File: src/rtl/io_handshake_responder.sv
// -----------------------------------------------------------------------------
// io_handshake_responder
//
// Device-side endpoint of the processor's 4-phase byte I/O handshake.
//   Processor writes (p_wr=1) are queued into an RX FIFO drained by the device.
//   Processor reads  (p_wr=0) are served from a TX FIFO filled by the device.
// hs_out and p_wr come from another timing domain and are synchronized first.
//
// Ports
//   g_clk     in   clock, rising edge
//   g_clr     in   asynchronous active-low reset
//   hs_out    in   processor request level (asynchronous)
//   p_wr      in   1=processor write, 0=processor read (asynchronous)
//   bus_out   in   processor write data, stable while hs_out=1
//   hs_in     out  acknowledge to processor
//   bus_in    out  registered read data to processor
//   rx_data   out  RX FIFO head (first-word fall-through)
//   rx_pop    in   pop RX head
//   rx_empty  out  RX FIFO empty
//   rx_count  out  RX occupancy
//   tx_data   in   byte to queue for processor reads
//   tx_push   in   push tx_data
//   tx_full   out  TX FIFO full
//   tx_count  out  TX occupancy
//   busy      out  handshake FSM not idle
//   drop      out  one-cycle pulse on push-to-full / pop-from-empty
// -----------------------------------------------------------------------------
module io_handshake_responder #(
  parameter  int D_WIDTH     = 8,
  parameter  int DEPTH       = 4,
  parameter  int SYNC_STAGES = 2,
  localparam int AW          = $clog2(DEPTH),
  localparam int CW          = AW + 1
) (
  input  logic               g_clk,
  input  logic               g_clr,
  input  logic               hs_out,
  input  logic               p_wr,
  input  logic [D_WIDTH-1:0] bus_out,
  output logic               hs_in,
  output logic [D_WIDTH-1:0] bus_in,
  output logic [D_WIDTH-1:0] rx_data,
  input  logic               rx_pop,
  output logic               rx_empty,
  output logic [CW-1:0]      rx_count,
  input  logic [D_WIDTH-1:0] tx_data,
  input  logic               tx_push,
  output logic               tx_full,
  output logic [CW-1:0]      tx_count,
  output logic               busy,
  output logic               drop
);

  typedef enum logic {
    ST_IDLE = 1'b0,
    ST_ACK  = 1'b1
  } state_t;

  // ---------------------------------------------------------------------------
  // Synchronizers for the processor-side request and direction
  // ---------------------------------------------------------------------------
  logic [SYNC_STAGES-1:0] r_hs_sync;
  logic [SYNC_STAGES-1:0] r_wr_sync;
  logic                   w_hs_s;
  logic                   w_wr_s;

  always_ff @(posedge g_clk or negedge g_clr) begin
    if (!g_clr) begin
      r_hs_sync <= '0;
      r_wr_sync <= '0;
    end else begin
      // NOTE: sequential state uses non-blocking assignments so every flop
      // samples the pre-edge value and the shift chain does not collapse.
      r_hs_sync <= {r_hs_sync[SYNC_STAGES-2:0], hs_out};
      r_wr_sync <= {r_wr_sync[SYNC_STAGES-2:0], p_wr};
    end
  end

  assign w_hs_s = r_hs_sync[SYNC_STAGES-1];
  assign w_wr_s = r_wr_sync[SYNC_STAGES-1];

  // ---------------------------------------------------------------------------
  // FIFO storage and pointers
  // ---------------------------------------------------------------------------
  logic [D_WIDTH-1:0] r_rx_mem [DEPTH];
  logic [D_WIDTH-1:0] r_tx_mem [DEPTH];
  logic [AW-1:0]      r_rx_wr, r_rx_rd;
  logic [AW-1:0]      r_tx_wr, r_tx_rd;
  logic [CW-1:0]      r_rx_count, r_tx_count;

  logic w_rx_full, w_rx_empty, w_tx_full, w_tx_empty;
  logic w_rx_push, w_rx_pop;
  logic w_tx_push, w_tx_pop;

  assign w_rx_full  = (r_rx_count == CW'(DEPTH));
  assign w_rx_empty = (r_rx_count == '0);
  assign w_tx_full  = (r_tx_count == CW'(DEPTH));
  assign w_tx_empty = (r_tx_count == '0);

  assign w_rx_pop  = rx_pop && !w_rx_empty;
  // A full TX still accepts a push when the handshake frees a slot this cycle.
  assign w_tx_push = tx_push && (!w_tx_full || w_tx_pop);

  // ---------------------------------------------------------------------------
  // Handshake FSM: next state and FIFO strobes
  // ---------------------------------------------------------------------------
  state_t r_state, w_state_nxt;

  always_comb begin
    // NOTE: every signal driven here gets a default first so no path leaves
    // it unassigned, which would otherwise infer a latch.
    w_state_nxt = r_state;
    w_rx_push   = 1'b0;
    w_tx_pop    = 1'b0;
    case (r_state)
      ST_IDLE: begin
        if (w_hs_s) begin
          if (w_wr_s) begin
            // Full RX stalls the acknowledge; the write waits for a pop.
            if (!w_rx_full) begin
              w_rx_push   = 1'b1;
              w_state_nxt = ST_ACK;
            end
          end else if (!w_tx_empty) begin
            w_tx_pop    = 1'b1;
            w_state_nxt = ST_ACK;
          end
        end
      end
      ST_ACK: begin
        // One transfer per request: wait here until the request drops.
        if (!w_hs_s) begin
          w_state_nxt = ST_IDLE;
        end
      end
      default: w_state_nxt = ST_IDLE;
    endcase
  end

  logic               r_hs_in;
  logic [D_WIDTH-1:0] r_bus_in;
  logic               r_drop;

  always_ff @(posedge g_clk or negedge g_clr) begin
    if (!g_clr) begin
      r_state  <= ST_IDLE;
      r_hs_in  <= 1'b0;
      r_bus_in <= '0;
      r_drop   <= 1'b0;
    end else begin
      r_state <= w_state_nxt;
      r_hs_in <= (w_state_nxt == ST_ACK);
      if (w_tx_pop) begin
        r_bus_in <= r_tx_mem[r_tx_rd];
      end
      r_drop <= (tx_push && !w_tx_push) || (rx_pop && w_rx_empty);
    end
  end

  // ---------------------------------------------------------------------------
  // Pointer and occupancy bookkeeping
  // ---------------------------------------------------------------------------
  always_ff @(posedge g_clk or negedge g_clr) begin
    if (!g_clr) begin
      r_rx_wr    <= '0;
      r_rx_rd    <= '0;
      r_rx_count <= '0;
      r_tx_wr    <= '0;
      r_tx_rd    <= '0;
      r_tx_count <= '0;
    end else begin
      if (w_rx_push) r_rx_wr <= r_rx_wr + AW'(1);
      if (w_rx_pop)  r_rx_rd <= r_rx_rd + AW'(1);
      case ({w_rx_push, w_rx_pop})
        2'b10:   r_rx_count <= r_rx_count + CW'(1);
        2'b01:   r_rx_count <= r_rx_count - CW'(1);
        default: r_rx_count <= r_rx_count;
      endcase

      if (w_tx_push) r_tx_wr <= r_tx_wr + AW'(1);
      if (w_tx_pop)  r_tx_rd <= r_tx_rd + AW'(1);
      case ({w_tx_push, w_tx_pop})
        2'b10:   r_tx_count <= r_tx_count + CW'(1);
        2'b01:   r_tx_count <= r_tx_count - CW'(1);
        default: r_tx_count <= r_tx_count;
      endcase
    end
  end

  // NOTE: FIFO storage is deliberately not reset; occupancy counters define
  // validity, so clearing them is enough and the arrays map onto plain RAM.
  always_ff @(posedge g_clk) begin
    if (w_rx_push) r_rx_mem[r_rx_wr] <= bus_out;
    if (w_tx_push) r_tx_mem[r_tx_wr] <= tx_data;
  end

  // ---------------------------------------------------------------------------
  // Outputs
  // ---------------------------------------------------------------------------
  assign hs_in    = r_hs_in;
  assign bus_in   = r_bus_in;
  assign rx_data  = r_rx_mem[r_rx_rd];
  assign rx_empty = w_rx_empty;
  assign rx_count = r_rx_count;
  assign tx_full  = w_tx_full;
  assign tx_count = r_tx_count;
  assign busy     = (r_state != ST_IDLE);
  assign drop     = r_drop;

endmodule

File: config.mk
export PLATFORM = sky130hd
export DESIGN_NAME = io_handshake_responder
export DESIGN_NICKNAME = d
export VERILOG_FILES = /design/src/rtl/io_handshake_responder.sv
export SDC_FILE = /design/constraint.sdc
export NUM_CORES = 1
export LEC_CHECK = 0
export CORE_MARGIN = 2
export CORE_UTILIZATION = 45
export CTS_CLUSTER_SIZE = 16
export DETAILED_ROUTE_END_ITERATION = 7
export PLACE_DENSITY = 0.7
export SYNTH_ARGS = -nofsm -noshare
export SYNTH_HDL_FRONTEND = slang
export SYNTH_SLANG_ARGS = --single-unit
File: constraint.sdc
create_clock -name g_clk -period 2.3 [get_ports g_clk]
set_input_delay 0.46 -clock g_clk [delete_from_list [all_inputs] [get_ports g_clk]]
set_output_delay 0.46 -clock g_clk [all_outputs]
set_load 0.02 [all_outputs]
* After elaboration in Yosys (flattened, before gate mapping)
Memories as Yosys holds them, arrays and structs flattened. A register that Yosys moved wholly into a read port is not among the register bits. Index checks and enable logic that the tools add are counted.
Word-level totals: register bits 20, memory bits (writable) 64, bits of input ports 22, output and inout bits 27, word-level logic and storage cells 59, memories kept 2
Memory list:
- r_rx_mem | depth 4, bits a word 8, rd ports 1, clocked after memory_dff 0, write ports 1, RTL line 85 | logic [D_WIDTH-1:0] r_rx_mem [DEPTH];
- r_tx_mem | depth 4, bits a word 8, rd ports 1, clocked after memory_dff 1, write ports 1, RTL line 86 | logic [D_WIDTH-1:0] r_tx_mem [DEPTH];
Operators by class: add/subtract/negate cells 8, equality and inequality tests 6, muxes and demuxes 18, bitwise operators 1, reduce and logical (&&, ||, !) cells 14
Operator list (number):
- $mux 1 | 15
- $pmux 3 s2 | 2
- $add 2x1->2 const B | 4
- $add 3x1->3 const B | 2
- $eq 3x3->1 const B | 2
- $logic_not 3->1 | 2
- $sub 3x1->3 const B | 2
- $eq 2x1->1 const B | 2
- $eq 2x2->1 const B | 2
- $logic_and 1x1->1 | 4
- $logic_not 1->1 | 4
- $reduce_bool 2->1 | 2
- $logic_or 1x1->1 | 2
- $pmux 1 s2 | 1
- $not 1->1 | 1

* Longest topological paths before layout
Gate-level depths: netlist (run 1).
word-level depth 10, depth in mapped cells 11, gate-level depth less buffers 10

* Worst setup path before layout (run 1)
No wires, ideal clock.
path type register to register, start register, netlist name hs_in, end register r_tx_count[2], in the netlist tx_count[2], library setup time 0.126 ns, data arrival time 2.241 ns, data required time 2.174 ns, path slack -0.067 ns, stages on the path, launching flop included 8, path buffers 1, period minus slack after synthesis 2.367 ns, cell sequence dfrtp_1 -> nor3b_4 -> o31a_2 -> buf_6 -> nand2_1 -> fa_1 -> or3_1 -> a311o_1
RTL lines:
- end signal, assigned | RTL line 183 | 2'b10: r_tx_count <= r_tx_count + CW'(1);
- end signal, assigned | RTL line 184 | 2'b01: r_tx_count <= r_tx_count - CW'(1);
- end signal, assigned | RTL line 185 | default: r_tx_count <= r_tx_count;
- end, declared | RTL line 89 | logic [CW-1:0] r_rx_count, r_tx_count;

* Worst setup path after layout (run 1)
start register r_rx_rd[0], end output rx_data[5]
On the way: cells in the longest elaborated chain, start to end 1
Ends and longest elaborated chain:
- start, declared | RTL line 87 | logic [AW-1:0] r_rx_wr, r_rx_rd;
- start signal, assigned | RTL line 173 | if (w_rx_pop) r_rx_rd <= r_rx_rd + AW'(1);
- $mem_v2 4x8
- end, declared | RTL line 42 | output logic [D_WIDTH-1:0] rx_data,
No other way between the ends.

==> results of run 1 <==
## critical path: stages (launching register included)
cell           delay (ns)
dfrtp_1              0.38
buf_12               0.15
mux4_2               0.50
dlygate4sd2_1        0.33
## area by class of cell
type | instances | area, um2
Tap cell | 105 | 131
Fill cell | 641 | 3530
Inverter | 12 | 45.0
Timing Repair Buffer | 57 | 556
Sequential cell | 92 | 2630
Multi-Input combinational cell | 90 | 1040
Clock buffer | 9 | 124
Clock inverter | 7 | 76.3
## metal layers
metal	vias up	GRT usage (%)
met1	962	18.8
met2	37	25.8
li1	882	-
met3	10	3.32
met5	-	0
met4	0	6.76
## flip-flops by register name, indices dropped and copies added, names as in the netlist
register   cells
r_rx_wr        2
r_tx_rd        2
hs_in          1
rx_count       3
r_rx_mem      32
r_rx_rd        2
drop           1
r_hs_sync      2
r_wr_sync      2
r_tx_mem      32
bus_in         8
tx_count       3
r_tx_wr        2
## placed cells by master (no fill, tap or decap), drive strengths merged, types with 2 or more instances in the layout
cell	instances
xor2	5
o21ai	3
dlymetal6s2s	2
nor2	5
clkdlybuf4s50	38
nand2	5
ha	9
dfrtp	28
buf	9
and3	5
nand3b	2
clkinvlp	3
inv	13
dlygate4sd2	8
xnor2	5
clkbuf	9
and2	7
mux4	16
clkinv	2
fa	2
mux2	10
nor2b	2
edfxtp	64
## cells in the mapped netlist (2+ instances only)
cell / count / share of area, %
and2_1: 5 / 0.83
and2_2: 2 / 0.40
and3_1: 5 / 0.83
buf_1: 2 / 0.20
buf_2: 2 / 0.27
buf_4: 2 / 0.40
buf_6: 2 / 0.60
dfrtp_1: 28 / 19
edfxtp_1: 64 / 51
fa_1: 2 / 1.1
ha_1: 9 / 3.0
inv_1: 12 / 1.2
mux2_2: 9 / 2.7
mux4_1: 7 / 4.9
mux4_2: 9 / 5.4
nand2_1: 5 / 0.50
nand3b_1: 2 / 0.40
nor2_1: 5 / 0.50
nor2b_1: 2 / 0.33
o21ai_0: 3 / 0.40
xnor2_1: 5 / 1.2
xor2_1: 5 / 1.2
## what timing repair did
action,in CTS,in global routing
setup endpoints to repair,9,3
gates resized for setup,9,6
setup buffers,0,2
## logic make-up after synthesis
| logic type | Yosys count | share of synthesized area, % |
|---|---|---|
| adders and majority gates | 11 | 4.07 |
| DFF | 92 | 69.8 |
| AOI/OAI and AO/OA | 10 | 2.27 |
| muxes | 27 | 13.7 |
| xor gates and xnor gates | 10 | 2.33 |
| and+or+nand+nor | 32 | 5.17 |
| buffers and inverters | 20 | 2.67 |
## through the flow
step | std cells | setup WS [ns] | utilization [%] | cell area (um2)
floorplan | 202 | 0.00631 | - | 3760
global placement | 354 | 0.0599 | 53.9 | 4380
detailed placement | 354 | -0.0247 | 53.9 | 4380
CTS | 370 | 0.0300 | 56.3 | 4580
global route | 372 | 0.0253 | 56.5 | 4600
finish | 372 | 0.107 | 56.5 | 4600
## worst max path at each step
stage / start / end / slack (ns) / depth (start not counted)
detailed placement: rx_pop / rx_count[2] / -0.02 / 8
finish: r_rx_rd[0] / rx_data[5] / 0.11 / 3
global placement: rx_pop / rx_count[2] / 0.06 / 8
floorplan: hs_in / tx_count[2] / 0.006 / 7
CTS: tx_count[1] / tx_full / 0.03 / 3
global route: rx_count[0] / rx_count[2] / 0.03 / 10
## report_power, final
group,leakage [nW],switching [mW],internal [mW]
registers,0.911,0.318,2.16
clock network,0.0920,0.565,0.506
logic,0.733,0.902,1.04
==> impl_summary.md, run 1 <==
CTS
After clock tree synthesis, the clock-pin slew on the worst setup and hold paths is 0.10 ns. The deepest level of the CTS H-tree is 3. The CTS tree is built. The sink count of the clock tree is 92. In this run, CTS created clock tree buffers numbering 9. The hold buffer count at CTS is 0. The CTS root buffer is clkbuf_8.

The later-pin clock latency in the skew report is 0.36 ns. The longest clock path from root to sink contains 2 buffers.

Timing
The final count of pins violating max slew came to 0. The fmax is 456 MHz. The max-slew headroom at the worst pin is 66.8%. The number of hold violations in the final report is 0. The worst-margin pin slew is 0.499 ns. The count of endpoints failing setup in the final report is 0. Hold timing on the final database bottoms out at a slack of 0.361 ns.

For the final database, setup skew stands at 0.0113 ns. The worst path uses 95.4% of the clock period. Setup repair after global routing left no endpoint under its margin.

The worst path in the final design needs a cycle of 2.19 ns, including I/O delays and setup. The total negative setup slack is 0 ns.

Worst setup path
The critical path arrival is 1.73 ns. The destination of the worst register-to-register timing path is rx_count[2]. The kind of end point of the critical path is a primary output. The class of the most critical setup path is reg -> out. For flop-to-flop paths, the worst setup slack is 0.17 ns.

The largest fanout of any net on the critical path is 10. Data on the critical path is required at its endpoint by 1.84 ns. The cell count of the worst reg-to-reg path is 10. The beginning of the worst register-to-register path is rx_count[0]. The startpoint type of the worst setup path is a flip-flop.

Synthesis
The fraction of the yosys area taken by sequential cells is 69.8%. The mean area per synthesized cell is 18.6 um2. The gate count of the mapped netlist is 202. The synthesized design contains 92 register bits.

The number of enable flip-flop cells after synthesis is 64. For this run, the number of Yosys warnings is 0. The netlist area before placement is 3750 um2. The number of distinct library cells after synthesis is 37. When the netlist entered floorplanning its net count stood at 235. The most used flip-flop cell after synthesis is edfxtp_1. After synthesis, the share of flip-flops with an asynchronous set or reset is 30.4%.

Detailed routing
For this block, the routed nets add up to 6180 um of wire. In the final routed layout, each cell accounts on average for 16.6 um. For this run, the detailed router's first-pass iteration total came to 4. After detailed routing, the wire length on met1 is 2580 um.

Once detail routing completed, the nets flagged for antenna violations numbered 0. In this run the top signal layer used is met4. For this block, the initial DRC count from the detailed router was 35. The routed length on met3 is 232 um. Summed over all nets, wire length on met2 after detailed routing comes to 3260 um. Using the TritonRoute via totals, the vias-per-cell ratio works out to 5.08.

The count of unresolved DRC violations after routing is 0. The routed layout has 1891 vias.

Die
The number of top-level pins is 49. The floorplan has 33 rows. In this run the standard cell core region covers 8130 um2. The initial core utilization is 46.2%. From left edge to right edge, the die measures 95.3 um. The area of the die is 9090 um2. The height of the die is 95.3 um.

Worst hold path
The path with the worst hold slack has its endpoint at r_hs_sync[1]. The origin of the worst min-delay path is r_hs_sync[0]. The cell depth of the worst min-delay path is 0. The classification of the worst-slack hold path is reg -> reg.

Run status
The run finished with clean final reports.

Global routing
The number of antenna violations at the first check in global routing is 0. The via count of the first global-routing pass is 2043. The largest net degree at the start of global routing is 17. The global-route wire length before repair is 10000 um. The overflow left after global routing is 0. The global-route total usage across every layer is 15.2%.

Power and ir drop
The power density over the cells is 1190 nW/um2. The worst-case vdd ir drop is 677 uV. After layout, the design draws a total of 5.49 mW. The total leakage power is 1.74 nW.

Placed design
The placed wire-length estimate after detailed placement is 4140 um. The last weighted congestion value of the routability-driven placer is 0.774. The number of input and output port buffers inserted is 48.

Layout
The area growth from synthesis to layout is 22.5%. The number of antenna diodes in the final layout is 0. The net count of the finished layout is 295. In the final layout, the share of cells above drive strength 1 is 21.3%.

Run
The max-capacitance violation count is 0.
(Power assumes the default switching activity.)
==> inputs of run 2 (changes only) <==
ABC_AREA = 1   (was default)
ABC_CLOCK_PERIOD_IN_PS = 2300   (was default)
CAP_MARGIN = 20   (was default)
==> impl_summary.md, run 2 <==
Die
The height of the die is 95.1 um (-0.29%). The number of top-level pins is 49 (unchanged). The area of the die was 9040 um2 (-0.58%). The count of standard-cell rows was 33 (unchanged). The initial core utilization came to 45.9% (-0.28 points). The horizontal die dimension is 95.1 um (-0.29%). The standard cell core area was 8130 um2 (unchanged).

Detailed routing
The final wirelength is 6960 um (+13%). The count of unresolved DRC violations after routing was 0 (unchanged). The count of TritonRoute iterations in the first routing pass was 6 (+2). The via count normalized by instance count was 4.97 (-2.1%). The remaining antenna violation count after routing is 0 (unchanged). The amount of wire on met2 after detailed routing is 3400 um (+4.5%). The average wire per cell in the routed design came to 14.5 um (-13%).

The routed length on met1 is 3000 um (+16%). The routed length on met3 is 375 um (+62%). The iteration-0 DRC count of the detailed router is 92 (+160%). The number of vias after detailed routing was 2383 (+26%).

The detailed router used layers up to and including met4.

Timing
The count of endpoints failing setup in the final report came to 0 (unchanged). The final count of pins violating max slew is 0 (unchanged). The worst-margin pin slew is 0.579 ns (+0.0800 ns). The final worst clock skew is 0.0136 ns (+0.00232 ns).

The total negative setup slack was 0 ns (unchanged). The max-slew headroom at the worst pin is 61.4% (-5.3 points). The tightest hold margin is 0.354 ns (-0.00631 ns). The final period demand of the worst path is 2.16 ns (-0.0298 ns). The number of hold violations in the final report is 0 (unchanged). The fmax is 462 MHz (+1.4%). Setup repair after global routing left no endpoint under its margin. The period utilization came to 94.1% (-1.3 points).

Synthesis
The async set or reset register ratio after synthesis came to 30.4% (unchanged). The fraction of the yosys area taken by sequential cells is 70.3% (+0.42 points). Ranked by instance count, the synthesized netlist is headed by 72 x nor2_1, 64 x edfxtp_1, 31 x o21ai_0, 28 x dfrtp_1, 26 x inv_1. The net count after synthesis is 338 (+44%). The gate count of the mapped netlist was 305 (+51%). By area the synthesized netlist is led by edfxtp_1 51%, dfrtp_1 19%, nor2_1 7.2%, o21ai_0 4.2%, ha_1 3.0%. The netlist area before placement is 3730 um2 (-0.60%). The most used flip-flop cell after synthesis is edfxtp_1. The number of distinct library cells after synthesis was 28 (-24%). The synthesized design spends more area on one cell type than any other, namely edfxtp_1. The mean area per synthesized cell came to 12.2 um2 (-34%). The count of synthesis-stage warnings from yosys is 0 (unchanged). The most instantiated library cell after synthesis is nor2_1.

The number of flip-flops and latches in the synthesized netlist came to 92 (unchanged). The share of Yosys cell area claimed by the top area cell type is 51.5% (+0.31 points). The number of enable flip-flop cells after synthesis came to 64 (unchanged).

Worst hold path
The cell depth of the worst min-delay path was 0 (unchanged). In this run the worst hold path is classified as reg -> reg. The path with the worst hold slack has its endpoint at r_hs_sync[1].

The origin of the worst min-delay path is r_hs_sync[0].

Worst setup path
The critical path arrival is 1.70 ns (-0.03 ns). Walking the worst path, the cells encountered are buf_4 > o21ai_0 > o22ai_1 > dlygate4sd2_1. The launch point of the critical path is r_rx_rd[0]. The worst setup path is of the reg -> out kind. The cell count of the worst reg-to-reg path came to 9 (-1).

The startpoint identified for the worst register-to-register timing path is rx_count[0]. The largest fanout of any net on the critical path is 14 (+4). The setup slack of the most critical reg-to-reg path is 0.42 ns (+0.25 ns).

In this run the critical register-to-register path is captured at rx_count[2]. The count of buffering cells on the critical path with inverters included is 2 (unchanged). In this design, the largest share of critical-path delay is due to buffers and inverters. The required time of the worst setup path is 1.84 ns (about the same). The maximum single-stage delay on the critical path was 0.44 ns (-0.06 ns). On the critical path, the stage with the largest delay is an instance of dfrtp_1. STA classifies the critical path startpoint as a flip-flop. The kind of end point of the critical path is a primary output.

Power and ir drop
The proportion of power drawn by flip-flops and latches is 42.5% (-2.7 points). The power share of the clock group was 18.0% (-1.5 points). The internal power of the cells is 3.51 mW (-5.4%).

The net switching power is 2.22 mW (+25%). The total leakage power is 1.80 nW (+3.6%). The fraction of power spent switching nets is 38.8% (+6.3 points). The logic gate share of total power was 39.5% (+4.2 points). The worst-case vdd ir drop is 648 uV (-4.3%). The power density over the cells is 1250 nW/um2 (+4.9%).

Global routing
The global-route wire length before repair was 11300 um (+13%). The overflow left after global routing is 0 (unchanged). The via count of the first global-routing pass is 2364 (+16%). The number of antenna violations at the first check in global routing came to 0 (unchanged). The global-route total usage across every layer is 16.8% (+1.5 points).

The largest net degree at the start of global routing is 29 (+12).

Run
The max-capacitance violation count came to 0 (unchanged).

Layout
The proportion of layout cells with a drive suffix above 1 is 11.2% (-10 points). The library cells used most frequently in the layout, excluding fill and tap cells, are 72 x nor2_1, 64 x edfxtp_1, 40 x clkdlybuf4s50_1. The most frequent standard cell in the layout excluding fill and tap cells is nor2_1. The number of filler instances in the final layout is 666 (+3.9%). The number of antenna repair diodes is 0 (unchanged). The net count of the finished layout is 402 (+36%). The area growth from synthesis to layout was 22.6% (about the same).

CTS
The clock slew at the register clock pins of the worst setup and hold paths was 0.09 ns (about the same). The CTS root buffer is clkbuf_8. The buffers inserted during post-CTS setup optimization was 0 (unchanged). The number of resized instances in the post-cts repair step came to 8 (-1). The later-pin clock latency in the skew report was 0.36 ns (about the same). The hold buffer count at CTS is 0 (unchanged). The CTS tree is built.

The number of buffers created by CTS was 9 (unchanged). The deepest level of the CTS H-tree came to 3 (unchanged). The sink count of the clock tree is 92 (unchanged). The maximum clock insertion buffer count is 2 (unchanged).

Placed design
The placed wire-length estimate after detailed placement came to 4720 um (+14%). The number of input and output port buffers inserted is 48 (unchanged). The last weighted congestion value of the routability-driven placer is 0.829 (+7.1%).

Run status
The flow ran to the end, and the final reports show no timing, DRC or antenna violations.
run 2: stage by stage:
| step | total power [mW] | utilization, % | cell area [um2] | setup slack (ns) | instances |
|---|---|---|---|---|---|
| 6_report | 5.73 | 56.2 | 4570 | 0.136 | 479 |
| 2_1_floorplan | 3.85 | - | 3730 | 0.376 | 305 |
| 3_5_place_dp | 4.83 | 54.0 | 4400 | 0.112 | 463 |
| 5_1_grt | 6.13 | 56.2 | 4570 | 0.0104 | 479 |
| 3_3_place_gp | 4.73 | 54.0 | 4400 | 0.131 | 463 |
| 4_1_cts | 5.79 | 56.2 | 4570 | 0.126 | 479 |
run 2: layout make-up:
| cell class | instances | area, um2 | area share, % |
|---|---|---|---|
| Sequential cell | 92 | 2620 | 57.3 |
| Multi-Input combinational cell | 171 | 923 | 20.2 |
| Timing Repair Buffer | 63 | 583 | 12.7 |
| Tap cell | 105 | 131 | 2.87 |
| Inverter | 32 | 125 | 2.74 |
| Clock buffer | 9 | 124 | 2.71 |
| Clock inverter | 7 | 65.1 | 1.42 |
run 2: power groups by stage:
stage / clock, mW / combinational [mW] / sequential [mW]
after CTS: 1.06 / 2.29 / 2.44
after global routing: 1.13 / 2.52 / 2.48
after floorplan: 0 / 1.34 / 2.51
after detailed placement: 0 / 2.35 / 2.47
after global placement: 0 / 2.28 / 2.46
final: 1.03 / 2.26 / 2.43
run 2: per-layer routing:
layer	vias up	global-route usage, %
met2	63	28.5
li1	1163	-
met4	0	8.33
met1	1141	19.8
met5	-	0
met3	16	4.27
run 2: worst max-delay path by stage:
| stage | end | slack, ns | depth (start not counted) |
|---|---|---|---|
| 2_1_floorplan | rx_count[2] | 0.38 | 9 |
| 3_3_place_gp | rx_count[2] | 0.13 | 9 |
| 3_5_place_dp | rx_count[2] | 0.11 | 9 |
| 4_1_cts | tx_full | 0.13 | 4 |
| 5_1_grt | rx_data[6] | 0.01 | 4 |
| 6_report | rx_data[6] | 0.14 | 4 |
run 2: cells by family (layout without fill, tap and decap cells):
family          count (synthesis)  in the layout  share of synthesized area (%)
simple gates                   98             98                           11.1
flops                          92             92                           70.3
compound gates                 55             55                           7.91
buf+inv                        42            111                           4.99
fa+ha+maj                      11             11                           4.09
xor+xnor                        7              7                           1.64
run 2: worst register-to-register path: stages (launching register included):
cell and delay [ns]:
dfrtp_1 0.42, inv_1 0.13, nand3_1 0.11, nand4_2 0.10, ha_1 0.15, inv_1 0.06
fa_1 0.38, a21oi_1 0.15, o21ai_0 0.11, xor2_1 0.15
==> inputs of run 3 (changes only) <==
ABC_CLOCK_PERIOD_IN_PS = 1970   (was 2300)
SETUP_SLACK_MARGIN = 0.15   (was default)
clock period = 1.97 ns   (was 2.3 ns; I/O delays follow)
==> impl_summary.md, run 3 (synthesized netlist as in run 2, its figures left out) <==
Worst setup path
The signal on the critical path passes through inv_4 > buf_6 > nor2_2 > o22ai_2 > buf_4. The worst setup path is captured at a primary output. The critical path's top delay family is flip-flops.

The cell count of the worst reg-to-reg path was 9 (unchanged). The worst setup path is launched from a flip-flop. The beginning of the worst register-to-register path is rx_count[0]. The largest fanout of any net on the critical path is 5 (-9).

The destination of the worst register-to-register timing path is rx_count[2]. The critical path arrival was 1.39 ns (-0.31 ns). The slowest cell on the critical path is dfrtp_2. The count of buffering cells on the critical path with inverters included is 3 (+1). The maximum single-stage delay on the critical path is 0.46 ns (+0.02 ns). The class of the most critical setup path is reg -> out. The setup slack of the most critical reg-to-reg path came to 0.25 ns (-0.17 ns). The required time of the worst setup path is 1.58 ns (-0.26 ns).

Layout
The number of filler instances in the final layout was 665 (-0.15%). The most frequent standard cell in the layout excluding fill and tap cells is nor2_1. The number of antenna repair diodes is 0 (unchanged). The footprint of the flip-flops and latches is 2630 um2 (+0.14%). The proportion of layout cells with a drive suffix above 1 is 19.6% (+8.4 points). The multi-input gate area in the final layout is 958 um2 (+3.8%). Leaving out fill and tap cells, the most frequent cells in the layout are 71 x nor2_1, 64 x edfxtp_1, 36 x clkdlybuf4s50_1. The net count of the finished layout came to 411 (+2.2%). Compared with the post-synthesis result, the final layout area differs by 25.6%.

The finished layout cell area came to 4690 um2 (+2.5%).

CTS
The number of buffers created by CTS is 9 (unchanged). The clock slew at the register clock pins of the worst setup and hold paths is 0.10 ns (about the same). TritonCTS built the clock tree. The sink count of the clock tree is 92 (unchanged). The deepest level of the CTS H-tree is 3 (unchanged). The later-pin clock latency in the skew report is 0.35 ns (about the same). The maximum clock insertion buffer count is 2 (unchanged).

CTS placed an instance of clkbuf_8 at the clock tree root.

Detailed routing
The average wire per cell in the routed design was 14.2 um (-2.1%). The number of vias after detailed routing is 2403 (+0.84%). The count of TritonRoute iterations in the first routing pass was 4 (-2). The iteration-0 DRC count of the detailed router was 78 (-15%). The remaining antenna violation count after routing is 0 (unchanged). The count of unresolved DRC violations after routing is 0 (unchanged).

The final wirelength is 6940 um (-0.30%). The via count normalized by instance count is 4.92 (-1.0%).

Global routing
The number of antenna violations at the first check in global routing is 0 (unchanged). The global-route total usage across every layer was 16.0% (-0.74 points). The largest net degree at the start of global routing is 29 (unchanged). The via count of the first global-routing pass came to 2283 (-3.4%). The global-route wire length before repair is 10900 um (-3.8%). The overflow left after global routing is 0 (unchanged).

Die
The horizontal die dimension is 95.1 um (unchanged). The standard cell core area was 8130 um2 (unchanged). The number of top-level pins is 49 (unchanged).

The area of the die was 9040 um2 (unchanged). The count of standard-cell rows is 33 (unchanged). The height of the die was 95.1 um (unchanged). The initial core utilization is 45.9% (unchanged).

Timing
The final count of pins violating max slew is 0 (unchanged). The final period demand of the worst path is 1.79 ns. The period utilization is 90.8%. Derived from the worst setup path, the maximum achievable clock frequency is 559 MHz. The count of endpoints failing setup in the final report is 0 (unchanged). The total negative setup slack is 0 ns (unchanged). The worst-margin pin slew came to 0.396 ns (-0.183 ns). The max-slew headroom at the worst pin was 73.6% (+12 points). Setup repair after global routing could not meet its margin everywhere. The number of hold violations in the final report was 0 (unchanged). The final worst clock skew was 0.00949 ns (-0.00411 ns).

Worst hold path
The origin of the worst min-delay path is r_wr_sync[0]. The min-delay analysis places its worst path in the category reg -> reg. The worst hold endpoint is r_wr_sync[1]. The cell depth of the worst min-delay path is 0 (unchanged).

Power and ir drop
The total leakage power is 1.86 nW (+3.6%). The power density over the cells is 1470 nW/um2 (+18%). The worst-case vdd ir drop is 674 uV (+4.1%). The overall power after layout is 6.91 mW (+21%).

Placed design
The last weighted congestion value of the routability-driven placer is 0.750 (-9.5%). The placement-stage cell area was 4460 um2 (+1.4%). The placed wire-length estimate after detailed placement is 4540 um (-3.8%). The number of input and output port buffers inserted is 48 (unchanged).

Run status
The flow ran to the end, and the final reports show no timing, DRC or antenna violations.

Run
The max-capacitance violation count is 0 (unchanged).
run 3: stage by stage:
| step | utilization, % | cells | hold WS (ns) | worst slack [ns] |
|---|---|---|---|---|
| 2_1_floorplan | - | 305 | 0.0984 | 0.164 |
| 3_3_place_gp | 54.8 | 469 | 0.337 | -0.0941 |
| 3_5_place_dp | 54.8 | 469 | 0.341 | -0.104 |
| 4_1_cts | 56.7 | 485 | 0.360 | 0.119 |
| 5_1_grt | 57.6 | 488 | 0.378 | 0.105 |
| 6_report | 57.6 | 488 | 0.359 | 0.181 |
run 3: per-layer routing:
layer  track usage (%)  part of all wire, %  up-vias  wire length, um
li1                  -                    -     1183                -
met1              19.8                   43     1153             2950
met2              27.3                   52       53             3620
met3              3.32                  3.7       14              257
met4              6.76                  1.6        0              111
met5                 0                    0        -                0
run 3: worst max-delay path by stage:
stage	from	endpoint	depth (start not counted)
3_5_place_dp	rx_pop	rx_count[2]	9
4_1_cts	r_rx_rd[0]	rx_data[6]	5
6_report	r_rx_rd[0]	rx_data[6]	5
3_3_place_gp	rx_pop	rx_count[2]	9
2_1_floorplan	rx_count[0]	rx_count[2]	9
5_1_grt	r_rx_rd[0]	rx_data[6]	4
run 3: what timing repair did:
action                                 CTS  global route
buffers inserted                         0             1
hold buffers                             0             0
endpoints found under the hold margin    0             0
setup endpoints to repair               10            14
gates cloned                             0             2
resized for setup                       37            35
pin swaps                                0             4
run 3: where the power goes:
group | internal (mW) | switching (mW)
clock network | 0.489 | 0.705
registers | 2.53 | 0.284
logic | 1.24 | 1.67
total | 4.25 | 2.66
run 3: area by class of cell:
class                      count  area share [%]
clock buffer                   9            2.64
clock inverter                 7            1.44
inverter                      32            2.72
multi-input combinational    171            20.4
sequential                    92            56.0
tap                          105            2.80
timing repair buffer          72            13.9
